**config.mk**
```make
export PLATFORM = sky130hd
export DESIGN_NAME = if_fetch_stage
export DESIGN_NICKNAME = d
export VERILOG_FILES = /design/src/rtl/if_fetch_stage_pkg.sv /design/src/rtl/if_fetch_stage_if_id_reg.sv /design/src/rtl/if_fetch_stage.sv
export SDC_FILE = /design/constraint.sdc
export NUM_CORES = 1
export LEC_CHECK = 0
export BUFFER_PORTS_ARGS = -buffer_cell sky130_fd_sc_hd__buf_4
export CAP_MARGIN = 5
export CORE_AREA = 2 2 128 130
export DETAILED_ROUTE_END_ITERATION = 12
export DIE_AREA = 0 0 130 132
export GPL_ROUTABILITY_DRIVEN = 0
export PLACE_DENSITY = 0.78
export REMOVE_ABC_BUFFERS = 1
export SETUP_SLACK_MARGIN = 0.2
export SYNTH_ARGS = -nofsm -noshare
export SYNTH_HDL_FRONTEND = slang
export SYNTH_SLANG_ARGS = --single-unit
```
**constraint.sdc**
```tcl
create_clock -name clk -period 5.9 [get_ports clk]
set_input_delay 0 -clock clk [delete_from_list [all_inputs] [get_ports clk]]
set_output_delay 0 -clock clk [all_outputs]
set_load 0.03 [all_outputs]
```
**src/rtl/if_fetch_stage_pkg.sv**
```systemverilog
// Shared pipeline definitions: word width, fetch FSM encoding, bubble word
// and the PC increment helper.
package if_fetch_stage_pkg;

   localparam int WORD_W = 32;

   typedef enum logic [1:0] {
      FETCH = 2'd0,
      DROP  = 2'd1,
      SKID  = 2'd2
   } fetch_state_t;

   // Condition field NV: decode nullifies this word.
   localparam logic [WORD_W-1:0] BUBBLE_INSTR = 32'hF000_0000;

   function automatic logic [WORD_W-1:0] next_pc(input logic [WORD_W-1:0] pc);
      return pc + WORD_W'(4);
   endfunction

endpackage

```
**src/rtl/if_fetch_stage_if_id_reg.sv**
```systemverilog
// IF/ID pipeline register: reset, flush-to-bubble, load and hold, in that
// priority. A flush keeps pc_out so decode still sees the last real PC.
module if_id_reg
   import if_fetch_stage_pkg::*;
#(
   parameter logic [WORD_W-1:0] BUBBLE = BUBBLE_INSTR
) (
   input  logic              clk,
   input  logic              rst,
   input  logic              load,
   input  logic              flush,
   input  logic [WORD_W-1:0] load_pc,
   input  logic [WORD_W-1:0] load_instr,
   output logic [WORD_W-1:0] pc_out,
   output logic [WORD_W-1:0] instruction,
   output logic              valid
);

   // NOTE: non-blocking assignments keep every flop sampling pre-edge values.
   always_ff @(posedge clk) begin
      if (rst) begin
         pc_out      <= '0;
         instruction <= BUBBLE;
         valid       <= 1'b0;
      end else if (flush) begin
         instruction <= BUBBLE;
         valid       <= 1'b0;
      end else if (load) begin
         pc_out      <= load_pc;
         instruction <= load_instr;
         valid       <= 1'b1;
      end
   end

endmodule

```
**src/rtl/if_fetch_stage.sv**
```systemverilog
// Instruction-fetch stage: PC, req/ready fetch FSM with skid buffer for
// frozen completions and a DROP state that swallows wrong-path returns.
module if_fetch_stage
   import if_fetch_stage_pkg::WORD_W, if_fetch_stage_pkg::fetch_state_t,
          if_fetch_stage_pkg::FETCH, if_fetch_stage_pkg::DROP,
          if_fetch_stage_pkg::SKID, if_fetch_stage_pkg::next_pc;
#(
   parameter logic [31:0] RESET_PC     = 32'h0000_0000,
   parameter logic [31:0] BUBBLE_INSTR = if_fetch_stage_pkg::BUBBLE_INSTR
) (
   input  logic        clk,
   input  logic        rst,
   input  logic        freeze,
   input  logic        branch_taken,
   input  logic [31:0] branch_addr,
   output logic        imem_req,
   output logic [31:0] imem_addr,
   input  logic        imem_ready,
   input  logic [31:0] imem_rdata,
   output logic [31:0] pc_out,
   output logic [31:0] instruction,
   output logic        valid
);

   fetch_state_t      state_q, state_d;
   logic [WORD_W-1:0] pc_q, pc_d;
   logic [WORD_W-1:0] drop_addr_q;
   logic [WORD_W-1:0] skid_pc_q, skid_instr_q;

   logic              transfer;
   logic              ifid_load, ifid_flush;
   logic [WORD_W-1:0] ifid_pc, ifid_instr;
   logic              skid_load, drop_load;

   assign imem_req  = !rst && ((state_q == FETCH) || (state_q == DROP));
   assign imem_addr = (state_q == DROP) ? drop_addr_q : pc_q;
   assign transfer  = imem_req && imem_ready;

   // NOTE: every always_comb output gets a default first so no latch is inferred.
   always_comb begin
      state_d    = state_q;
      pc_d       = pc_q;
      ifid_load  = 1'b0;
      ifid_flush = 1'b0;
      ifid_pc    = skid_pc_q;
      ifid_instr = skid_instr_q;
      skid_load  = 1'b0;
      drop_load  = 1'b0;

      if (branch_taken) begin
         // Any return landing this cycle is wrong-path; a still-pending one
         // must be drained in DROP before the target can be requested.
         pc_d       = branch_addr;
         ifid_flush = 1'b1;
         drop_load  = 1'b1;
         state_d    = (imem_req && !imem_ready) ? DROP : FETCH;
      end else begin
         case (state_q)
            FETCH: begin
               if (transfer) begin
                  pc_d = next_pc(pc_q);
                  if (freeze) begin
                     skid_load = 1'b1;
                     state_d   = SKID;
                  end else begin
                     ifid_load  = 1'b1;
                     ifid_pc    = next_pc(pc_q);
                     ifid_instr = imem_rdata;
                  end
               end else if (!freeze) begin
                  ifid_flush = 1'b1;
               end
            end
            DROP: begin
               if (transfer) state_d = FETCH;
               if (!freeze) ifid_flush = 1'b1;
            end
            SKID: begin
               if (!freeze) begin
                  ifid_load = 1'b1;
                  state_d   = FETCH;
               end
            end
            default: state_d = FETCH;
         endcase
      end
   end

   always_ff @(posedge clk) begin
      if (rst) begin
         state_q <= FETCH;
         pc_q    <= RESET_PC;
      end else begin
         state_q <= state_d;
         pc_q    <= pc_d;
      end
   end

   // NOTE: skid and drop-address data need no reset; the state says when they are live.
   always_ff @(posedge clk) begin
      if (skid_load) begin
         skid_pc_q    <= next_pc(pc_q);
         skid_instr_q <= imem_rdata;
      end
      if (drop_load) drop_addr_q <= imem_addr;
   end

   if_id_reg #(
      .BUBBLE (BUBBLE_INSTR)
   ) u_if_id_reg (
      .clk         (clk),
      .rst         (rst),
      .load        (ifid_load),
      .flush       (ifid_flush),
      .load_pc     (ifid_pc),
      .load_instr  (ifid_instr),
      .pc_out      (pc_out),
      .instruction (instruction),
      .valid       (valid)
   );

endmodule
```
; Word-level counts from Yosys, hierarchy flattened
; Index checks and enable logic that the tools add are counted.
[op_classes]
n_addsub = 1
eq_ne = 6
n_mux = 31
n_bitwise = 1
reduce_logical = 13
[ops]
columns = cell, count
row1 = $mux W32, 12
row2 = $add A32 B3 Y32 const B, 1
row3 = $ne A3 B3 Y1 const B, 4
row4 = $mux W1, 11
row5 = $mux W2, 5
row6 = $pmux W2 S3, 1
row7 = $pmux W1 S2, 2
row8 = $reduce_and A2 Y1, 2
row9 = $reduce_and A4 Y1, 1
row10 = $reduce_bool A2 Y1, 2
row11 = $logic_and A1 B1 Y1, 3
row12 = $eq A2 B1 Y1 const B, 1
row13 = $eq A2 B2 Y1 const B, 1
row14 = $logic_not A1 Y1, 2
row15 = $logic_not A2 Y1, 1
row16 = $reduce_or A2 Y1, 1
row17 = $logic_or A1 B1 Y1, 1
row18 = $not A1 Y1, 1
[totals]
reg_bits = 195
output_inout_bits = 98
wordCells = 60

; Longest topological paths before layout
[depth]
ltp_word = 9
ltp_mapped = 8

; Modules after synthesis
; From an unflattened synthesis, not the netlist that was laid out.
[hier_totals]
cells_unflattened = 928
area_unflattened_um2 = 9347.7
[by_module_without_submodules]
columns = module, n_inst, cells_each, area_each_um2
row1 = if_fetch_stage, 1, 675, 6702.7
row2 = if_id_reg, 1, 253, 2645.0

; Worst setup path after synthesis
; Ideal clock, no wire load.
[synth_path]
kind = register -> register
startpoint = reg state_q[1]
endpoint = reg skid_instr_q[0], enable pin
setup_ps = 429
arrival_time_ps = 2736
required_ps = 5471
path_slack_ps = 2735
path_stages_with_launch = 5
path_buffers = 2
synth_period_minus_slack_ps = 3165
path_cell_list = dfxtp_1 -> buf_2 -> nor3b_1 -> clkbuf_1 -> and3_1
[synth_between]
elab_chain_len = 7
elab_cells_between_ends = 8
classes_between = eq/ne: 1 / mux: 3 / reduce/logical: 4
[synth_rtl]
columns = element, line
row1 = "start, declared", if_fetch_stage.sv:25  ; fetch_state_t state_q, state_d;
row2 = "start signal, assigned", if_fetch_stage.sv:94  ; state_q <= state_d;
row3 = $eq A2 B1 Y1 / $logic_not A2 Y1 (equally long branches), "if_fetch_stage.sv:35, if_fetch_stage.sv:58"
row4 = $logic_or A1 B1 Y1, if_fetch_stage.sv:35  ; assign imem_req = !rst && ((state_q == FETCH) || (state_q == DROP));
row5 = $logic_and A1 B1 Y1, if_fetch_stage.sv:35
row6 = $logic_and A1 B1 Y1, if_fetch_stage.sv:37  ; assign transfer = imem_req && imem_ready;
row7 = $mux W1, if_fetch_stage.sv:60  ; if (transfer) begin
row8 = $mux W1 *, if_fetch_stage.sv:58  ; case (state_q)
row9 = $mux W1 *, if_fetch_stage.sv:50  ; if (branch_taken) begin
row10 = via skid_load, if_fetch_stage.sv:33  ; logic skid_load, drop_load;
row11 = "end signal, assigned", if_fetch_stage.sv:103  ; skid_instr_q <= imem_rdata;
row12 = "end, declared", if_fetch_stage.sv:28  ; logic [WORD_W-1:0] skid_pc_q, skid_instr_q;
; Mark *: on every way through the listed nets, which the timed path passes. The rest lies on a longest branch.
; A chain may end at the register's enable or synchronous reset.

; Final worst setup path
[layout_path]
startpoint = reg state_q[1]
endpoint = reg skid_instr_q[18], enable pin
; Same word-level chain as after synthesis.

==> out/qor.yml <==
outcome:
  status: "completed"
clock_network:
  clk_pin_slew_ns: 0.07
  ctsResizeCount: 0
  cts_tree: "done"
  hold_buffers: 66
  cts_num_sinks: 195
  cts_inserted_buffers: 17
  cts_buffer_depth: 2
  cts_root_buf: "clkbuf_16"
  clk-insertion-delay-late_ns: 0.43
  cts-htree-levels: 4
  cts_setup_buffers: 0
cells_and_area:
  finalInstanceArea_sq_mm: 0.0110
  final_util_pct: 70.1
  diodes: 0
  drive_above_1_share_pct: 26.8
  final_common_cell: "buf_4"
  most-common-layout-cells: "174 x buf_4, 117 x nand2_1, 99 x dfxtp_1"
  nets: 1043
  areaGrowthSynthToFinish_pct: 29.5
route:
  drtIter0Drc: 470
  wirelength_mm: 20.7
  ant_nets: 0
  first_pass_iters: 5
  viasPerCell: 5.51
  drc: 0
  routedWlPerCell_um: 17.2
  vias: 6625
timing:
  tns_ns: 0
  fmax_mhz: 387
  rsz0062_at_grt: "no"
  period_minus_slack_ns: 2.59
  finalCritPeriodShare_pct: 43.8
  hold_viol_final: 0
  worstMarginPinSlew_ns: 0.985
  slew-limit-headroom_pct: 34.2
  drv_slew: 0
  fin_skew_ns: 0.00640
  setup_violations: 0
global_route:
  grtUsageMet3_pct: 4.67
  grt_use_total_pct: 24.5
  antenna_found_initial: 0
  grt.overflow.total: 0
  use_met2_pct: 39.2
  grtUsageMet1_pct: 32.8
  busiest_layer: "met2"
  grt_max_degree: 61
  first_global_vias: 6461
  grt_pass1_wl_mm: 33.0
setup_path:
  cp_data_required_time_ns: 5.98
  critical_path_buf_inv_count: 2
  path_delay_family: "simple AND/OR/NAND/NOR gates"
  start_kind: "register"
  cpPeakStageDelay_ns: 0.71
  crit_chain: "nor3b_2 -> buf_4 -> and3_2 -> buf_4"
  crit_path_end_kind: "register"
  path_class: "register to register"
  crit_slowest_cell: "and3_2"
  worstPathMaxFanout: 35
  r2r_start: "state_q[1]$_SDFFE_PP0P_"
  rr_endpoint: "skid_instr_q[18]$_DFFE_PP_"
  reg2regPathDepth: 4
  rrSetupSlack_ns: 3.31
  arrival_ns: 2.66
  cp_common_cell: "buf_4"
synth:
  synth-main-ff-cell: "dfxtp_1"
  synth-edff-count: 96
  netlist.area_leader.share_pct: 33.9
  ys_seq_elements: 195
  yosysSeqAreaShare_pct: 57.2
  ys_top_cells_by_area: "edfxtp_1 34%, dfxtp_1 23%, nand2_1 5.2%"
  yosys.area.top_type: "edfxtp_1"
  synthesis.area_sq_mm: 0.00851
  synthCells: 782
  yosysWarnings: 0
  syn_avg_cell_area_sq_um: 10.9
  async_reset_ff_share_pct: 0
  ys_types: 63
pwr:
  power_density_mw_per_mm2: 275
  vdd_drop_max_v: 0.000213
  p_leak_nw: 4.22
  p_total_mw: 3.03
floorplan:
  die-height_um: 132
  io_pins: 167
  rows: 46
  initial_core_util_pct: 54.1
  die_w_um: 130
  die_area_sq_mm: 0.0172
  core_area_sq_mm: 0.0157
placement:
  hpwl_mm: 12.8
  port_buffers: 166
  dpl-instance-area_sq_mm: 0.00977
flow_run:
  cap_violations: 0
worst_hold_path:
  worstHoldStart: "rst"
  min_path_type: "primary input to register"
  holdPathStages: 2
  min_to: "pc_q[1]$_SDFFE_PP0P_"
[how the worst max path moves through the flow]
stage | depth (start not counted) | slack, ns | start | end
detailed placement | 4 | 3.31 | state_q[1]$_SDFFE_PP0P_ | skid_instr_q[16]$_DFFE_PP_
finish | 4 | 3.31 | state_q[1]$_SDFFE_PP0P_ | skid_instr_q[18]$_DFFE_PP_
floorplan | 5 | 1.97 | state_q[1]$_SDFFE_PP0P_ | u_if_id_reg.pc_out[30]$_SDFFE_PP0P_
global route | 4 | 3.15 | state_q[1]$_SDFFE_PP0P_ | skid_instr_q[16]$_DFFE_PP_
global placement | 4 | 3.35 | state_q[1]$_SDFFE_PP0P_ | skid_instr_q[12]$_DFFE_PP_
CTS | 4 | 3.30 | state_q[1]$_SDFFE_PP0P_ | skid_instr_q[16]$_DFFE_PP_
[through the flow]
step	worst slack, ns	instances	hold slack (ns)
after global placement	3.35	1104	0.189
after CTS	3.30	1202	0.0935
after floorplan	1.97	714	0.0646
after global routing	3.15	1202	0.116
final	3.31	1202	0.120
after detailed placement	3.31	1104	0.193
[Yosys cell counts, drive strengths merged, types with 11 or more instances]
library cell and n:
a211oi 13, a21oi 23, a22oi 11, a311oi 32
buf 24, clkbuf 42, dfxtp 99, edfxtp 96
mux2 31, nand2 117, nand3 21, nand4 16
nor2 92, nor4 14, o21a 12, o21ai 11
xnor2 29, xor2 23
[final cells by class]
| cell class | instances | area, sq um |
|---|---|---|
| Multi-Input combinational cell | 515 | 3310 |
| Fill cell | 1149 | 4700 |
| Inverter | 4 | 15.0 |
| Clock buffer | 22 | 454 |
| Clock inverter | 10 | 135 |
| Sequential cell | 195 | 4860 |
| Tap cell | 216 | 270 |
| Timing Repair Buffer | 240 | 1970 |
[worst reg2reg max path, delay by kind of cell (launching register included)]
| family | cells | cell delay [ns] |
|---|---|---|
| and+or+nand+nor | 2 | 0.93 |
| buffers and inverters | 2 | 0.84 |
| DFF | 1 | 0.44 |
[metal layers]
| layer | routed length [um] | vias up | part of all wire, % |
|---|---|---|---|
| li1 | - | 3192 | - |
| met1 | 9110 | 3154 | 44 |
| met2 | 9860 | 242 | 48 |
| met3 | 1210 | 37 | 5.8 |
| met4 | 492 | 0 | 2.4 |
| met5 | 0 | - | 0 |
[logic make-up (layout without fill, tap and decap cells)]
logic type | count (synthesis) | count (layout) | synth area share [%]
flip-flops | 195 | 195 | 57.2
XOR/XNOR | 52 | 52 | 5.35
AND/OR/NAND/NOR | 293 | 293 | 16.5
AO/OA/AOI/OAI | 132 | 132 | 11.7
adder cells (fa/ha/maj) | 1 | 1 | 0.147
buffers and inverters | 72 | 276 | 4.31
multiplexers | 37 | 37 | 4.81
[sequential cells by signal (all words and copies together) (netlist names)]
register and count:
skid_pc_q 32, u_if_id_reg.valid 1, u_if_id_reg.pc_out 32, state_q 2
u_if_id_reg.instruction 32, pc_q 32, drop_addr_q 32, skid_instr_q 32
[power by group]
part	internal (mW)	switching (mW)	total, mW
Clock	0.676	0.489	1.16
Combinational	0.156	0.192	0.348
Sequential	1.48	0.0425	1.52
Note: power is estimated with default switching activity, not from simulation.
